[src/rtl/memoria_principal_ctrl_pkg.sv]
// Shared constants and FSM encoding for the main-memory controller.
// ADDR_W/DATA_W are shared with the cache so tag/index/block fields agree.
package memoria_principal_ctrl_pkg;

  localparam int unsigned ADDR_W = 5;
  localparam int unsigned DATA_W = 5;

  typedef enum logic [1:0] {
    StIdle,
    StBusy,
    StDone
  } state_e;

endpackage

[src/rtl/memoria_array.sv]
// Backing store: register array with address-pattern reset contents,
// one write port and one registered read port.
module memoria_array #(
  parameter int unsigned AddrW = 5,
  parameter int unsigned DataW = 5
) (
  input  logic             clk_i,
  input  logic             rst_ni,
  input  logic             we_i,
  input  logic [AddrW-1:0] waddr_i,
  input  logic [DataW-1:0] wdata_i,
  input  logic             re_i,
  input  logic [AddrW-1:0] raddr_i,
  output logic [DataW-1:0] rdata_o
);

  localparam int unsigned Depth = 2 ** AddrW;

  logic [DataW-1:0] mem_q [Depth];
  logic [DataW-1:0] rdata_q;

  always_ff @(posedge clk_i or negedge rst_ni) begin
    if (!rst_ni) begin
      for (int unsigned i = 0; i < Depth; i++) begin
        mem_q[i] <= DataW'(i);
      end
      rdata_q <= '0;
    end else begin
      if (we_i) mem_q[waddr_i] <= wdata_i;
      if (re_i) rdata_q <= mem_q[raddr_i];
    end
  end

  assign rdata_o = rdata_q;

endmodule

[src/rtl/memoria_principal_ctrl.sv]
// Main-memory controller: req/done handshake with write priority, fixed access
// latency and saturating read/write statistics counters.
module memoria_principal_ctrl #(
  parameter int unsigned ADDR_W  = memoria_principal_ctrl_pkg::ADDR_W,
  parameter int unsigned DATA_W  = memoria_principal_ctrl_pkg::DATA_W,
  parameter int unsigned LATENCY = 3,
  parameter int unsigned CNT_W   = 8
) (
  input  logic              clock,
  input  logic              reset_n,
  input  logic              solicitacao_de_leitura_na_memoria,
  input  logic              solicitacao_de_escrita_na_memoria,
  input  logic [ADDR_W-1:0] endereco,
  input  logic [DATA_W-1:0] dado_escrita,
  output logic [DATA_W-1:0] dado_leitura,
  output logic              done,
  output logic              busy,
  output logic [CNT_W-1:0]  leituras,
  output logic [CNT_W-1:0]  escritas
);

  import memoria_principal_ctrl_pkg::*;

  localparam logic [3:0] LatCnt = 4'(LATENCY - 1);

  state_e            state_q;
  logic [3:0]        cnt_q;
  logic              op_wr_q;
  logic [ADDR_W-1:0] addr_q;
  logic [DATA_W-1:0] wdata_q;
  logic              done_q;
  logic              busy_q;
  logic [CNT_W-1:0]  leituras_q;
  logic [CNT_W-1:0]  escritas_q;

  logic commit;
  assign commit = (state_q == StBusy) && (cnt_q == 4'd0);

  always_ff @(posedge clock or negedge reset_n) begin
    if (!reset_n) begin
      state_q    <= StIdle;
      cnt_q      <= '0;
      op_wr_q    <= 1'b0;
      addr_q     <= '0;
      wdata_q    <= '0;
      done_q     <= 1'b0;
      busy_q     <= 1'b0;
      leituras_q <= '0;
      escritas_q <= '0;
    end else begin
      unique case (state_q)
        StIdle: begin
          done_q <= 1'b0;
          // Write wins so a dirty victim reaches memory before the fill.
          if (solicitacao_de_escrita_na_memoria) begin
            op_wr_q <= 1'b1;
            addr_q  <= endereco;
            wdata_q <= dado_escrita;
            cnt_q   <= LatCnt;
            busy_q  <= 1'b1;
            state_q <= StBusy;
          end else if (solicitacao_de_leitura_na_memoria) begin
            op_wr_q <= 1'b0;
            addr_q  <= endereco;
            cnt_q   <= LatCnt;
            busy_q  <= 1'b1;
            state_q <= StBusy;
          end
        end
        StBusy: begin
          if (cnt_q != 4'd0) begin
            cnt_q <= cnt_q - 4'd1;
          end else begin
            state_q <= StDone;
            done_q  <= 1'b1;
            if (op_wr_q) begin
              if (escritas_q != '1) escritas_q <= escritas_q + 1'b1;
            end else begin
              if (leituras_q != '1) leituras_q <= leituras_q + 1'b1;
            end
          end
        end
        StDone: begin
          done_q  <= 1'b0;
          busy_q  <= 1'b0;
          state_q <= StIdle;
        end
        default: begin
          done_q  <= 1'b0;
          busy_q  <= 1'b0;
          state_q <= StIdle;
        end
      endcase
    end
  end

  memoria_array #(
    .AddrW(ADDR_W),
    .DataW(DATA_W)
  ) u_array (
    .clk_i  (clock),
    .rst_ni (reset_n),
    .we_i   (commit && op_wr_q),
    .waddr_i(addr_q),
    .wdata_i(wdata_q),
    .re_i   (commit && !op_wr_q),
    .raddr_i(addr_q),
    .rdata_o(dado_leitura)
  );

  assign done     = done_q;
  assign busy     = busy_q;
  assign leituras = leituras_q;
  assign escritas = escritas_q;

endmodule

[config.mk]
export PLATFORM = sky130hd
export DESIGN_NAME = memoria_principal_ctrl
export DESIGN_NICKNAME = d
export VERILOG_FILES = /design/src/rtl/memoria_principal_ctrl_pkg.sv /design/src/rtl/memoria_array.sv /design/src/rtl/memoria_principal_ctrl.sv
export SDC_FILE = /design/constraint.sdc
export NUM_CORES = 1
export LEC_CHECK = 0
export ABC_CLOCK_PERIOD_IN_PS = 2800
export BUFFER_PORTS_ARGS = -buffer_cell sky130_fd_sc_hd__buf_2
export CAP_MARGIN = 20
export CORE_MARGIN = 1.5
export CORE_UTILIZATION = 45
export CTS_CLUSTER_SIZE = 24
export DETAILED_ROUTE_END_ITERATION = 10
export PLACE_DENSITY_LB_ADDON = 0.05
export SLEW_MARGIN = 20
export SYNTH_ARGS = -nofsm -noshare
export SYNTH_HDL_FRONTEND = slang
export SYNTH_SLANG_ARGS = --single-unit
[constraint.sdc]
create_clock -name clock -period 2.8 [get_ports clock]
set_input_delay 0.14 -clock clock [delete_from_list [all_inputs] [get_ports clock]]
set_output_delay 0.14 -clock clock [all_outputs]
set_load 0.01 [all_outputs]
==> flow_summary_export.csv <==
group,metric,value,unit
run_status,outcome,"finished, final reports clean",
drt,route.detailed.drc,0,
timing,fin_skew,0.0133,ns
global_routing,grt_use_met2,33.7,%
worst_setup_path,required,3.13,ns
clock_tree,clkSlewWorstSetupHoldPaths,0.08,ns
worst_setup_path,crit_fanout,14,
cells_and_area,layout_commonest_cell,"mux2_2",
floorplanning,ios,37,
timing,worst_slack,0.324,ns
global_routing,use_met1,30.1,%
cells_and_area,fin_nets,745,
logic_synthesis,ys.flop_type,"dfrtp_1",
worst_setup_path,worstSetupPathType,"flop to flop",
clock_tree,insertion_delay,0.45,ns
floorplanning,die_y,147,um
timing,rsz0062_at_grt,"no",
floorplanning,die_area,0.0216,sq mm
timing,finalSetupViolCount,0,
hold_path,hp-class,"input pin to flop",
drt,first_iter_violations,333,
global_routing,gr-usage-met3,5.16,%
global_routing,grt-busiest-layer,"met2",
floorplanning,die_x,147,um
run,drv_cap,0,
cells_and_area,layout-drive-gt1-share,51.8,%
logic_synthesis,synth_seq_cells,200,
clock_tree,cts_root_buffer,"clkbuf_16",
pwr,ir_drop,0.000523,V
drt,routed_wl,21900,um
logic_synthesis,syn_area_per_cell,14.0,sq um
timing,drv_slew,0,
drt,post_drt_wl_per_cell,21.7,um
logic_synthesis,synth_cell_types,56,
cells_and_area,stdcell_count,1011,
placement,place_ws,0.285,ns
worst_setup_path,critPathArrivalTime,2.80,ns
timing,fin_setup_tns,0,ns
logic_synthesis,ys_seq_area_share,54.7,%
timing,maxSlewHeadroom,50.9,%
placement,port_buffers,36,
global_routing,first_global_vias,6083,
timing,finalHoldViolCount,0,
logic_synthesis,synth-edff-count,0,
drt,viasPerCell,5.68,
timing,fmax,404,MHz
drt,drtPass1Iterations,4,
placement,dp_cells,967,
logic_synthesis,async_flop_share,100,%
timing,worst_pin_slew,0.737,ns
logic_synthesis,yosys_warnings,0,
placement,globalplace.congestion,0.763,
floorplanning,core_area,0.0203,sq mm
worst_setup_path,critPathLaunchType,"flop",
clock_tree,htree_levels,4,
global_routing,antenna_found_initial,0,
logic_synthesis,syn_inst,669,
placement,dp_hpwl,14900,um
drt,vias,5744,
pwr,p_leak,4.69,nW
global_routing,grt_pass1_wl,35400,um
global_routing,grt_max_degree,88,
clock_tree,cts_buffers,17,
hold_path,hold_path_depth,3,
clock_tree,clockBufferDepth,2,
clock_tree,cts_sinks,200,
cells_and_area,final_util,52.3,%
floorplanning,start_util,46.0,%
clock_tree,cts_tree,"yes",
logic_synthesis,synthesis.area,0.00934,sq mm
global_routing,grt_usage,21.6,%
cells_and_area,n_fill_cell,1783,
worst_setup_path,critPathCaptureType,"flop",
cells_and_area,area_delta_synth_final,13.7,%
worst_setup_path,worstRegToRegCells,5,
cells_and_area,final_cell_mix,"mux2_2 (173), dfrtp_1 (119), dfstp_2 (80), mux2i_1 (39)",
floorplanning,num_rows,52,
timing,fin_crit_sh,88.4,%
pwr,power_density,957,mW/mm^2
drt,ant_nets,0,
logic_synthesis,synthesis.nets,687,
timing,finalCriticalPeriod,2.48,ns
global_routing,overflow,0,
-- registers in the layout (all words and copies together), names as in the netlist --
register,count
op_wr_q,1
u_array.mem_q,160
wdata_q,5
escritas,8
u_array.rdata_o,5
busy,1
done,1
addr_q,5
cnt_q,4
state_q,2
leituras,8
-- cell families (layout without fill, tap and decap cells) --
kind of cell               Yosys count  after routing  synth area share [%]
DFF                                200            200                  54.7
other                                0              1                     0
xor gates and xnor gates            16             16                  1.50
adders and majority gates            4              4                 0.536
and+or+nand+nor                    126            126                  7.65
AOI/OAI and AO/OA                   48             48                  3.52
muxes                              232            232                  29.9
buffers and inverters               43            114                  2.28
-- final cells by class --
type / count / area [sq um] / share of cell area, %
clock buffer: 18 / 439 / 4.13
sequential: 200 / 5110 / 48.1
antenna: 1 / 2.50 / 0.0236
tap: 270 / 338 / 3.18
inverter: 7 / 26.3 / 0.247
clock inverter: 14 / 138 / 1.30
multi-input combinational: 426 / 4020 / 37.9
timing repair buffer: 75 / 547 / 5.15
-- power by group --
group	switching, mW	internal, mW	total (mW)
combinational	1.83	1.51	3.35
sequential	0.604	3.82	4.42
clock	1.19	1.20	2.39
-- through the flow --
stage               total power, mW  cell area (sq um)  hold WS [ns]
floorplan                      6.62               9340        -0.156
global placement               7.74               9930         0.247
detailed placement             7.83               9930         0.246
CTS                            10.3              10600        0.0332
global route                   10.7              10600        0.0559
finish                         10.2              10600        0.0483
-- worst max-delay path, cell delays in order (launching register included) --
cell	delay (ns)
dfrtp_1	0.80
mux4_2	0.62
mux2_2	0.28
o21ai_0	0.26
o211ai_1	0.12
mux2_2	0.28
-- final timing paths --
path,slack [ns],startpoint,end
worst min register to register,0.51,u_array.mem_q[68]$_DFFE_PN0P_,u_array.mem_q[68]$_DFFE_PN0P_
max in group asynchronous,1.59,reset_n,u_array.mem_q[41]$_DFFE_PN1P_
min in group asynchronous,0.29,reset_n,leituras[6]$_DFFE_PN0P_
worst min-delay path,0.05,solicitacao_de_leitura_na_memoria,op_wr_q$_DFFE_PN0P_
worst max register to register,0.32,addr_q[0]$_DFFE_PN0P_,u_array.rdata_o[0]$_DFFE_PN0P_
worst max-delay path,0.32,addr_q[0]$_DFFE_PN0P_,u_array.rdata_o[0]$_DFFE_PN0P_
-- routing by layer --
| metal | wire length, um | share of wire, % |
|---|---|---|
| met2 | 10500 | 48 |
| met4 | 407 | 1.9 |
| met1 | 10100 | 46 |
| met5 | 0 | 0 |
| met3 | 1030 | 4.7 |
-- cell usage after synthesis (3+ instances only) --
cell        n  area (sq um)
mux2_2    173          1950
dfrtp_1   120          3000
dfstp_2    80          2100
mux2i_1    39           390
nand2_1    35           131
nor2_1     21          78.8
mux4_2     20           450
clkbuf_1   18          67.6
o22ai_1    13          81.3
xnor2_1    10          87.6
nand3_1     9          45.0
nand4_1     9          56.3
buf_2       8          40.0
nor3_1      8          40.0
buf_4       7          52.6
inv_1       7          26.3
o21ai_0     7          35.0
nand2b_1    6          37.5
nor2b_1     6          37.5
xor2_1      6          52.6
a21oi_1     4          20.0
and2_1      4          25.0
ha_1        4          50.1
nor2_4      4          45.0
a22oi_1     3          22.5
o221ai_1    3          26.3
or4_1       3          22.5
-- repair_timing --
action,in CTS,in global routing
setup buffers,0,0
endpoints found under the setup margin,0,0
hold endpoints to repair,54,0
hold buffers,11,0
gates resized for setup,0,0
Note: power is estimated with default switching activity, not from simulation.
